[src/rtl/fifo_wr_arbiter.sv]
// Round-robin arbiter sharing one FIFO write port among NUM_REQ requesters, with bursts of up to MAX_BURST words.
// Optional per-requester word and stall counters are enabled by defining FIFO_WR_ARBITER_STATS_EN.
module fifo_wr_arbiter #(
  parameter int NUM_REQ   = 4,
  parameter int WIDTH     = 16,
  parameter int MAX_BURST = 8
) (
  input  logic                     clk,
  input  logic                     rst_n,
  input  logic [NUM_REQ-1:0]       req,
  input  logic [NUM_REQ*WIDTH-1:0] req_data,
  output logic [NUM_REQ-1:0]       ack,
  output logic [NUM_REQ-1:0]       grant,
  input  logic                     fifo_full,
  output logic                     fifo_wr_en,
  output logic [WIDTH-1:0]         fifo_wr_data
`ifdef FIFO_WR_ARBITER_STATS_EN
  ,
  output logic [NUM_REQ*32-1:0]    stat_words,
  output logic [31:0]              stat_stall
`endif
);

  localparam int PTR_W = $clog2(NUM_REQ);
  localparam int CNT_W = $clog2(MAX_BURST + 1);

  typedef enum logic {IDLE, BURST} state_t;

  state_t             state, state_nxt;
  logic [NUM_REQ-1:0] grant_r, grant_nxt;
  logic [PTR_W-1:0]   rr_ptr, rr_ptr_nxt;
  logic [CNT_W-1:0]   burst_cnt, burst_cnt_nxt;
  logic [PTR_W-1:0]   gnt_idx;
  logic [PTR_W-1:0]   sel_idx;
  logic               sel_found;
  logic               gnt_req;

  // NOTE: sequential state uses non-blocking assignments only, so every flop samples pre-edge values.
  always_ff @(posedge clk) begin
    if (!rst_n) begin
      state     <= IDLE;
      grant_r   <= '0;
      rr_ptr    <= '0;
      burst_cnt <= '0;
    end else begin
      state     <= state_nxt;
      grant_r   <= grant_nxt;
      rr_ptr    <= rr_ptr_nxt;
      burst_cnt <= burst_cnt_nxt;
    end
  end

  // Encode the one-hot grant and pick the round-robin winner starting at rr_ptr.
  // NOTE: each always_comb assigns defaults first so no path leaves a signal unassigned (no latches).
  always_comb begin
    int idx;
    gnt_idx   = '0;
    sel_idx   = '0;
    sel_found = 1'b0;
    for (int i = 0; i < NUM_REQ; i++) begin
      if (grant_r[i]) gnt_idx = PTR_W'(i);
    end
    for (int k = 0; k < NUM_REQ; k++) begin
      idx = int'(rr_ptr) + k;
      if (idx >= NUM_REQ) idx = idx - NUM_REQ;
      if (!sel_found && req[idx]) begin
        sel_found = 1'b1;
        sel_idx   = PTR_W'(idx);
      end
    end
  end

  always_comb begin
    state_nxt     = state;
    grant_nxt     = grant_r;
    rr_ptr_nxt    = rr_ptr;
    burst_cnt_nxt = burst_cnt;
    ack           = '0;
    gnt_req       = 1'b0;
    fifo_wr_data  = '0;

    for (int i = 0; i < NUM_REQ; i++) begin
      if (gnt_idx == PTR_W'(i)) fifo_wr_data = req_data[i*WIDTH +: WIDTH];
    end

    case (state)
      IDLE: begin
        if (sel_found) begin
          state_nxt          = BURST;
          grant_nxt          = '0;
          grant_nxt[sel_idx] = 1'b1;
          burst_cnt_nxt      = '0;
        end
      end
      BURST: begin
        gnt_req = |(grant_r & req);
        ack     = grant_r & req & {NUM_REQ{~fifo_full}};
        if (!gnt_req || ((|ack) && burst_cnt == CNT_W'(MAX_BURST - 1))) begin
          state_nxt     = IDLE;
          grant_nxt     = '0;
          burst_cnt_nxt = '0;
          rr_ptr_nxt    = (gnt_idx == PTR_W'(NUM_REQ - 1)) ? '0 : gnt_idx + PTR_W'(1);
        end else if (|ack) begin
          burst_cnt_nxt = burst_cnt + CNT_W'(1);
        end
      end
      default: state_nxt = IDLE;
    endcase
  end

  assign grant      = grant_r;
  assign fifo_wr_en = |ack;

`ifdef FIFO_WR_ARBITER_STATS_EN
  logic [31:0] words_q [NUM_REQ];
  logic [31:0] stall_q;

  always_ff @(posedge clk) begin
    if (!rst_n) begin
      for (int i = 0; i < NUM_REQ; i++) words_q[i] <= '0;
      stall_q <= '0;
    end else begin
      for (int i = 0; i < NUM_REQ; i++) begin
        if (ack[i] && words_q[i] != '1) words_q[i] <= words_q[i] + 32'd1;
      end
      if (state == BURST && gnt_req && fifo_full && stall_q != '1) stall_q <= stall_q + 32'd1;
    end
  end

  always_comb begin
    stat_words = '0;
    for (int i = 0; i < NUM_REQ; i++) stat_words[i*32 +: 32] = words_q[i];
  end

  assign stat_stall = stall_q;
`endif

endmodule

[config.mk]
export PLATFORM = sky130hd
export DESIGN_NAME = fifo_wr_arbiter
export DESIGN_NICKNAME = d
export VERILOG_FILES = /design/src/rtl/fifo_wr_arbiter.sv
export SDC_FILE = /design/constraint.sdc
export NUM_CORES = 1
export LEC_CHECK = 0
export BUFFER_PORTS_ARGS = -buffer_cell sky130_fd_sc_hd__buf_4
export CORE_MARGIN = 2
export CORE_UTILIZATION = 35
export DETAILED_ROUTE_END_ITERATION = 16
export HOLD_SLACK_MARGIN = 0.12
export PLACE_DENSITY = 0.78
export SLEW_MARGIN = 0
export SYNTH_ARGS = -nofsm -noshare
export SYNTH_HDL_FRONTEND = slang
export SYNTH_SLANG_ARGS = --single-unit
export TNS_END_PERCENT = 50
[constraint.sdc]
create_clock -name clk -period 2 [get_ports clk]
set_input_delay 0.2 -clock clk [delete_from_list [all_inputs] [get_ports clk]]
set_output_delay 0.2 -clock clk [all_outputs]
set_load 0.1 [all_outputs]
# Word-level counts from Yosys, hierarchy flattened
# Cells that the tools add are included.
# Widths: inputs -> output; s select.
# op_classes
reduce_logical	17
n_lt_le_gt_ge	10
n_addsub	9
bitwise_logic	4
eq_ne	7
mux	45
# ops
cell	n
$lt 32x4->1 const B	4
$mux 32	4
$mux 16	4
$mux 4	6
$mux 1	16
$pmux 4 s2	2
$mux 2	7
$reduce_or 4->1	3
$sub 3x3->4 const B	3
$ge 3x3->1 const B	3
$and 4x4->4	2
$bmux 1 s2	4
$add 2x2->3 const B	2
$reduce_and 2->1	3
$logic_and 1x1->1	5
$add 4x1->4 const B	1
$eq 2x2->1 const B	2
$eq 4x3->1 const B	1
$logic_not 1->1	4
$sub 2x3->4 const B	1
$add 2x1->3 const B	1
$ge 2x3->1 const B	1
$lt 2x3->1 const B	1
$ne 3x1->1 const B	1
10 further kinds	11
# totals
inputBits	71
register_bits	11
word_cells	96
out_inout_bits	25

# Longest topological paths before layout
# Gate-level depths: netlist of the first run.
# depth
ltp_word	21
ltp_mapped	9
mapped_depth_nobuf	8

# Worst setup path after synthesis of the first run
# No wires, ideal clock.
# synth_path
path_kind	reg-to-output
from	reg grant_r[2], in the netlist grant[2]
to	out fifo_wr_data[0]
stages_incl_launch_ff	10
path_slack_ns	-2.891
t_required_ns	1.800
arrival_time_ns	4.691
n_path_buf	2
cell_sequence	dfxtp_1 > inv_1 > a21oi_1 > inv_1 > ha_1 > clkbuf_1 > nor2b_1 > buf_2 > a221oi_1 > o31ai_1
# synth_between
elab_chain_cells	7
word_cells_on_any_way	10
cone_classes	3 x eq/ne; 6 x mux; 1 x reduce/logical
# synth_rtl
element	line_no	rtl
start: declaration	30	logic [NUM_REQ-1:0] grant_r, grant_nxt;
start signal: assignment	47	grant_r <= grant_nxt;
$mux 2 (*) (2 in a row)	61	if (grant_r[i]) gnt_idx = PTR_W'(i);
$logic_not 2->1	83	if (gnt_idx == PTR_W'(i)) fifo_wr_data = req_data[i*WIDTH +: WIDTH];
$mux 16 (3 in a row)	83	
$mux 16 (*)	83	
end: declaration	16	output logic [WIDTH-1:0] fifo_wr_data
# Mark *: on every way between the ends. The rest lies on a longest branch, timed or not.

# Worst setup path after layout of the first run
# layout_path
from	reg grant_r[3], in the netlist grant[3]
to	out fifo_wr_data[9]
# layout_between
elab_chain_cells	6
word_cells_on_any_way	9
cone_classes	3 x eq/ne; 5 x mux; 1 x reduce/logical
# layout_rtl
element	line_no
$mux 2 (*)	61
$logic_not 2->1	83
$mux 16 (3 in a row)	83
$mux 16 (*)	83
# Marked as above.

==> summary.md, run 1 <==
| Metric | Value |
|---|---|
| # clock sinks | `11` |
| Number of inserted filler cells in the final layout | `142` |
| Required @ worst endpoint | `between 1.5 and 2 ns` |
| Yosys Warn Count | `0` |
| Synth Flop Type | `dfxtp_1` |
| Static Leak | `roughly 1.2 nW` |
| Net count of the mapped netlist | `240` |
| Busiest layer in global routing | `met2` |
| Antenna viol nets, final | `0` |
| Period minus WS final | `around 2.4 ns` |
| Area of the mapped netlist | `between 1000 and 1500 um2` |
| Largest delay contributor family on the critical path | `buffers and inverters` |
| I/O pin cnt | `between 90 and 100` |
| Worst hold slack across all endpoints | `approximately 0.23 ns` |
| Buf/Inv on CP | `4` |
| Routed via count divided by cell count | `around 6.0` |
| # hold bufs at CTS | `0` |
| Met3 track utilization from global routing | `0.0745` |
| Site row count | `21` |
| H-tree depth | `1` |
| Max FO, Critical Path | `8` |
| Number of remaining DRC errors | `0` |
| TritonCTS clock tree | `built` |
| Multi-input gate area | `between 1000 and 1500 um2` |
| CP max stage delay | `about 0.36 ns` |
| Status | `finished with violations` |
| Least-Margin Pin Slew | `about 0.58 ns` |
| First-pass GRT wire length | `8.69 mm` |
| DR WL/cell | `22.9 um` |
| Clock skew after layout | `approximately 0.0063 ns` |
| Number of hold-slack violations in the final timing report | `0` |
| Worst setup margin | `-0.411 ns` |
| Maximum number of pins on one net before global-route repair | `22` |
| Number of setup violations in the final report | `16` |
| Worst-path cell chain | `buf_6, a21oi_4, inv_2, ha_4, nor2b_4, buf_8, a221oi_2, o31ai_4, buf_12` |
| Slowest stage cell, crit path | `dfxtp_4` |
| 1st-pass router iterations | `4` |
| Floorplan Core Area | `approximately 3300 um2` |
| Proportion of synthesized chip area in sequential cells | `0.188` |
| Overall global routing resource usage | `0.313` |
| Via count of the first global-routing pass | `between 1500 and 2000` |
| Clock transition at the registers of the reported paths | `around 0.080 ns` |
| Fraction of final layout cells sized beyond drive strength 1 | `0.656` |
| Initial standard-cell utilization of the core | `0.357` |
| Total negative slack | `-5.28 ns` |
| Count of input and output buffers | `95` |
| Max Clock Freq | `between 400 and 500 MHz` |
| Sum of routed wire length over all layers | `about 7.4 mm` |
| Routed vias | `just under 2000` |
| Part of the cycle the worst path needs | `1.21` |
| Die outline height | `between 60 and 70 um` |
| Combined flip-flop and latch cell area | `around 230 um2` |
| Clk buf depth | `2` |
| Die span in x | `between 60 and 70 um` |
| Clock Latency Late Sink | `0.28 ns` |
| Arrival time of the worst setup path | `~2.2 ns` |
| Share of async-settable or async-resettable flops after synthesis | `0` |
| Startpoint types | `flop` |
| Final RePlAce weighted congestion | `about 0.8` |
| Number of max-slew violations in the final report | `0` |
| Layout area overhead | `147%` |
| Unrepaired setup endpoints after global routing | `yes` |
| Met1 global-route usage | `0.363` |
| DPL Wire Length | `3.62 mm` |
| DP Area | `about 2300 um2` |
| Netlist cell types | `33` |
| Crit path kind | `flop to primary output` |
| Power density of the placed cells | `793 nW/um2` |
| Flops & latches, synth | `11` |
| Clock root buffer | `clkbuf_4` |
| Worst-case vdd ir drop | `0.437 mV` |
| Diodes inserted | `0` |
| Max-Slew Margin vs Limit | `0.611` |
| Starting DRT DRC Count | `~130` |
| Gr ovfl total | `0` |
| HP Class | `input pin to flop` |
| Grt met2 use | `0.546` |
| Total number of nets in the final design | `353` |
| Die outline area | `between 3000 and 4000 um2` |
| Antenna violations before repair | `0` |
| Violated checks | `negative setup slack` |
| Number of maximum-capacitance constraint violations | `0` |
| Gate count of the mapped netlist | `roughly 160` |
| Count of flip-flops with a built-in enable after synthesis | `0` |
| Total clock buffers created by CTS | `3` |
| Avg Cell Area, Syn | `between 7 and 8 um2` |
| Element type at the critical path end | `primary output` |
| Post-route cell area | `2900 um2` |
[metrics by stage]
stage / cells / power [mW] / setup WS [ns] / util
after floorplan: 164 / 1.30 / -0.610 / -
after global placement: 307 / 1.62 / -0.0662 / 0.694
after detailed placement: 307 / 1.63 / -0.114 / 0.694
after CTS: 320 / 2.22 / -0.293 / 0.850
after global routing: 322 / 2.37 / -0.462 / 0.883
final: 322 / 2.30 / -0.411 / 0.883
[worst reg2reg max path: cells and delay by family, from the launching register on]
family                 cells  cell delay (ns)
AOI/OAI and AO/OA          3             0.61
and+or+nand+nor            1             0.52
DFF                        1             0.36
buffers and inverters      2             0.26
[final timing paths]
path / start / to / slack (ns) / depth (start not counted)
worst max-delay path: grant[3] / fifo_wr_data[9] / -0.41 / 9
worst min-delay path: rst_n / rr_ptr[0] / 0.23 / 3
worst max register to register: grant[3] / burst_cnt[3] / 0.16 / 6
worst min register to register: burst_cnt[2] / burst_cnt[2] / 0.49 / 2
[repair_timing]
item	CTS	global route
setup buffers	6	3
gates resized for setup	77	20
gates cloned	3	2
endpoints found under the setup margin	16	16
pin swaps	4	10
[final cells by class]
type                       instances  area share
clock buffer                       3     0.00776
clock inverter                     1     0.00172
inverter                          10      0.0147
multi-input combinational        132       0.450
sequential                        11      0.0798
tap                               46      0.0198
timing repair buffer             119       0.426
[placed cells by master (no fill, tap or decap), types with 5 or more instances in the layout]
cell / n
buf_4: 90
nand2_1: 25
buf_12: 19
o31ai_4: 15
a221oi_2: 12
nor2b_2: 10
dfxtp_1: 8
inv_1: 7
nor2_1: 6
nor2b_1: 5
buf_6: 5
[synthesized netlist by cell type, types with 3 or more instances]
cell type  count  area (um2)
a21oi_1        7        35.0
a221oi_1      15         131
a32o_1         4        40.0
clkbuf_1       9        33.8
dfxtp_1       11         220
ha_1           5        62.6
inv_1         10        37.5
nand2_1       26        97.6
nand2b_1       4        25.0
nor2_1         7        26.3
nor2b_1       16         100
o22ai_1        3        18.8
o31ai_1       17         128
or4_1          3        22.5
[flip-flops by register name (all words and copies together) (netlist names)]
name       count
burst_cnt      4
grant          4
rr_ptr         2
state          1
[power breakdown]
part           internal [mW]  switching, mW  leakage (nW)
Clock                 0.0743         0.0882        0.0177
Sequential             0.231         0.0173        0.0919
Combinational          0.767           1.12          1.09
[per-layer routing]
| layer | vias to the layer above | share of wire |
|---|---|---|
| met5 | - | 0 |
| met4 | 0 | 0.038 |
| met3 | 30 | 0.10 |
| met2 | 134 | 0.50 |
| met1 | 913 | 0.36 |
| li1 | 845 | - |
[kinds of logic (layout without fill, tap and decap cells)]
kind of cell / Yosys count / after routing / share of synthesized area
DFF: 11 / 11 / 0.188
and+or+nand+nor: 69 / 69 / 0.306
AOI/OAI and AO/OA: 56 / 56 / 0.361
buffers and inverters: 21 / 133 / 0.0746
adders and majority gates: 5 / 5 / 0.0533
muxes: 2 / 2 / 0.0171
(Power assumes the default switching activity.)
==> run 2, diff against run 1 <==
==> constraint.sdc (replaced) <==
create_clock -name clk -period 2 [get_ports clk]
set_input_delay 0.1 -clock clk [delete_from_list [all_inputs] [get_ports clk]]
set_output_delay 0.1 -clock clk [all_outputs]
set_load 0.1 [all_outputs]
==> run 2 against run 1 <==
Design area shrank 3.2%. Critical path depth is the same. Fmax grew 6.8%. The run still ends with negative setup slack left. Sequential share of layout area grew 0.27 points.
==> summary.md, run 2 (same netlist as run 1, synthesis figures left out) <==
| Metric | Value |
|---|---|
| Total clock buffers created by CTS | `3` |
| Number of remaining DRC errors | `0` |
| Diodes inserted | `0` |
| Clock power frac | `0.067` |
| Element type at the critical path end | `primary output` |
| First-pass GRT wire length | `8.19 mm` |
| Clk buf depth | `2` |
| P_sw | `around 1.2 mW` |
| Met1 Routed Length | `2.36 mm` |
| Clock Latency Late Sink | `around 0.26 ns` |
| Total power | `around 2.3 mW` |
| Sw Ratio | `0.530` |
| Unrepaired setup endpoints after global routing | `yes` |
| Number of hold-slack violations in the final timing report | `0` |
| Count of input and output buffers | `95` |
| Clock transition at the registers of the reported paths | `around 0.07 ns` |
| Crit path kind | `flop to primary output` |
| Antenna viol nets, final | `0` |
| Max Clock Freq | `roughly 440 MHz` |
| Clock skew after layout | `0.00312 ns` |
| Least-Margin Pin Slew | `approximately 0.57 ns` |
| Sum of routed wire length over all layers | `just under 7 mm` |
| DR WL/cell | `21.0 um` |
| Required @ worst endpoint | `about 1.9 ns` |
| Number of inserted filler cells in the final layout | `166` |
| Number of setup violations in the final report | `16` |
| Clock root buffer | `clkbuf_4` |
| Status | `finished with violations` |
| Routed vias | `between 1500 and 2000` |
| Post-route cell area | `approximately 2800 um2` |
| Initial standard-cell utilization of the core | `0.357` |
| Starting DRT DRC Count | `between 100 and 150` |
| DP Area | `approximately 2300 um2` |
| HP Class | `input pin to flop` |
| Die outline area | `about 3800 um2` |
| H-tree depth | `1` |
| I/O pin cnt | `96` |
| Die span in x | `approximately 62 um` |
| Overall global routing resource usage | `0.286` |
| Part of the cycle the worst path needs | `1.13` |
| # clock sinks | `11` |
| TritonCTS clock tree | `built` |
| Arrival time of the worst setup path | `2.16 ns` |
| Most frequent cells in the layout | `buf_4, nand2_1, buf_12` |
| Routed via count divided by cell count | `roughly 5.8` |
| DPL Wire Length | `about 3.6 mm` |
| Relative contribution of sequential cells to total power | `0.110` |
| Most frequent standard cell in the layout excluding fill and tap cells | `buf_4` |
| Die outline height | `around 62 um` |
| Top routing layer used | `met4` |
| Maximum number of pins on one net before global-route repair | `33` |
| Met3 Routed Length | `between 600 and 700 um` |
| Final instance count without filler cells | `321` |
| Antenna violations before repair | `0` |
| Worst setup margin | `-0.257 ns` |
| Total negative slack | `-2.71 ns` |
| Number of max-slew violations in the final report | `0` |
| Startpoint types | `flop` |
| Static Leak | `roughly 1.2 nW` |
| Via count of the first global-routing pass | `1709` |
| Final RePlAce weighted congestion | `about 0.80` |
| Number of maximum-capacitance constraint violations | `0` |
| Period minus WS final | `2.26 ns` |
| 1st-pass router iterations | `4` |
| Total number of nets in the final design | `352` |
| Site row count | `21` |
| Max FO, Critical Path | `10` |
| Gr ovfl total | `0` |
| Layout area overhead | `139%` |
| Max-Slew Margin vs Limit | `0.616` |
| Fraction of final layout cells sized beyond drive strength 1 | `0.611` |
| Power Internal | `1.07 mW` |
| Violated checks | `negative setup slack` |
| Multi-input gate area | `around 1300 um2` |
| Proportion of power drawn by combinational gates | `0.823` |
| Power density of the placed cells | `around 810 nW/um2` |
| Combined flip-flop and latch cell area | `between 200 and 250 um2` |
| Floorplan Core Area | `3280 um2` |
| Dpl cells | `roughly 300` |
| Routed met2 length | `3.51 mm` |
| Worst-case vdd ir drop | `about 0.50 mV` |
| Fin util | `0.855` |
## run 2: cell types whose count changed in the layout (fill, tap and decap cells not counted), sizes merged
cell	delta
clkbuf	-1
clkinv	-1
buf	+2
bufbuf	-1
## run 2: final timing paths
| path | from | to | slack [ns] | cells after the start |
|---|---|---|---|---|
| max | grant[3] | fifo_wr_data[5] | -0.26 | 9 |
| min | rst_n | state | 0.17 | 2 |
| max reg2reg | grant[3] | burst_cnt[3] | 0.16 | 7 |
| min reg2reg | burst_cnt[3] | burst_cnt[3] | 0.49 | 2 |
## run 2: layout make-up
type / instances / area share
Clock buffer: 4 / 0.00936
Inverter: 10 / 0.0152
Multi-Input combinational cell: 132 / 0.451
Sequential cell: 11 / 0.0824
Tap cell: 46 / 0.0205
Timing Repair Buffer: 118 / 0.422
## run 2: routing by layer
layer,up-vias,global-route usage
met5,-,0
met4,0,0.103
met3,28,0.0725
met2,117,0.537
met1,879,0.307
li1,848,-
## run 2: stage by stage
step	hold slack (ns)	setup WS, ns
after global placement	0.422	0.0328
after floorplan	0.437	-0.796
after detailed placement	0.426	-0.0465
after global routing	0.168	-0.317
final	0.166	-0.257
after CTS	0.155	-0.163
## run 2: critical path: stages, from the launching register on
cell	delay, ns
dfxtp_4	0.35
buf_6	0.11
a21oi_4	0.13
inv_2	0.07
ha_4	0.18
buf_12	0.14
buf_4	0.17
a221oi_2	0.42
o31ai_4	0.12
buf_12	0.18
## run 2: repair_timing
action / in CTS / in global routing
pin swaps: 3 / 4
buffers inserted: 4 / 7
setup endpoints to repair: 16 / 16
cloned: 2 / 0
hold buffers: 0 / 0
resized for setup: 74 / 5
## run 2: power by group through the flow
stage	logic, mW	registers, mW	clock network (mW)
after floorplan	1.02	0.292	0
after global placement	1.38	0.252	0
after detailed placement	1.39	0.253	0
after CTS	1.78	0.248	0.150
after global routing	1.92	0.251	0.172
final	1.87	0.249	0.152
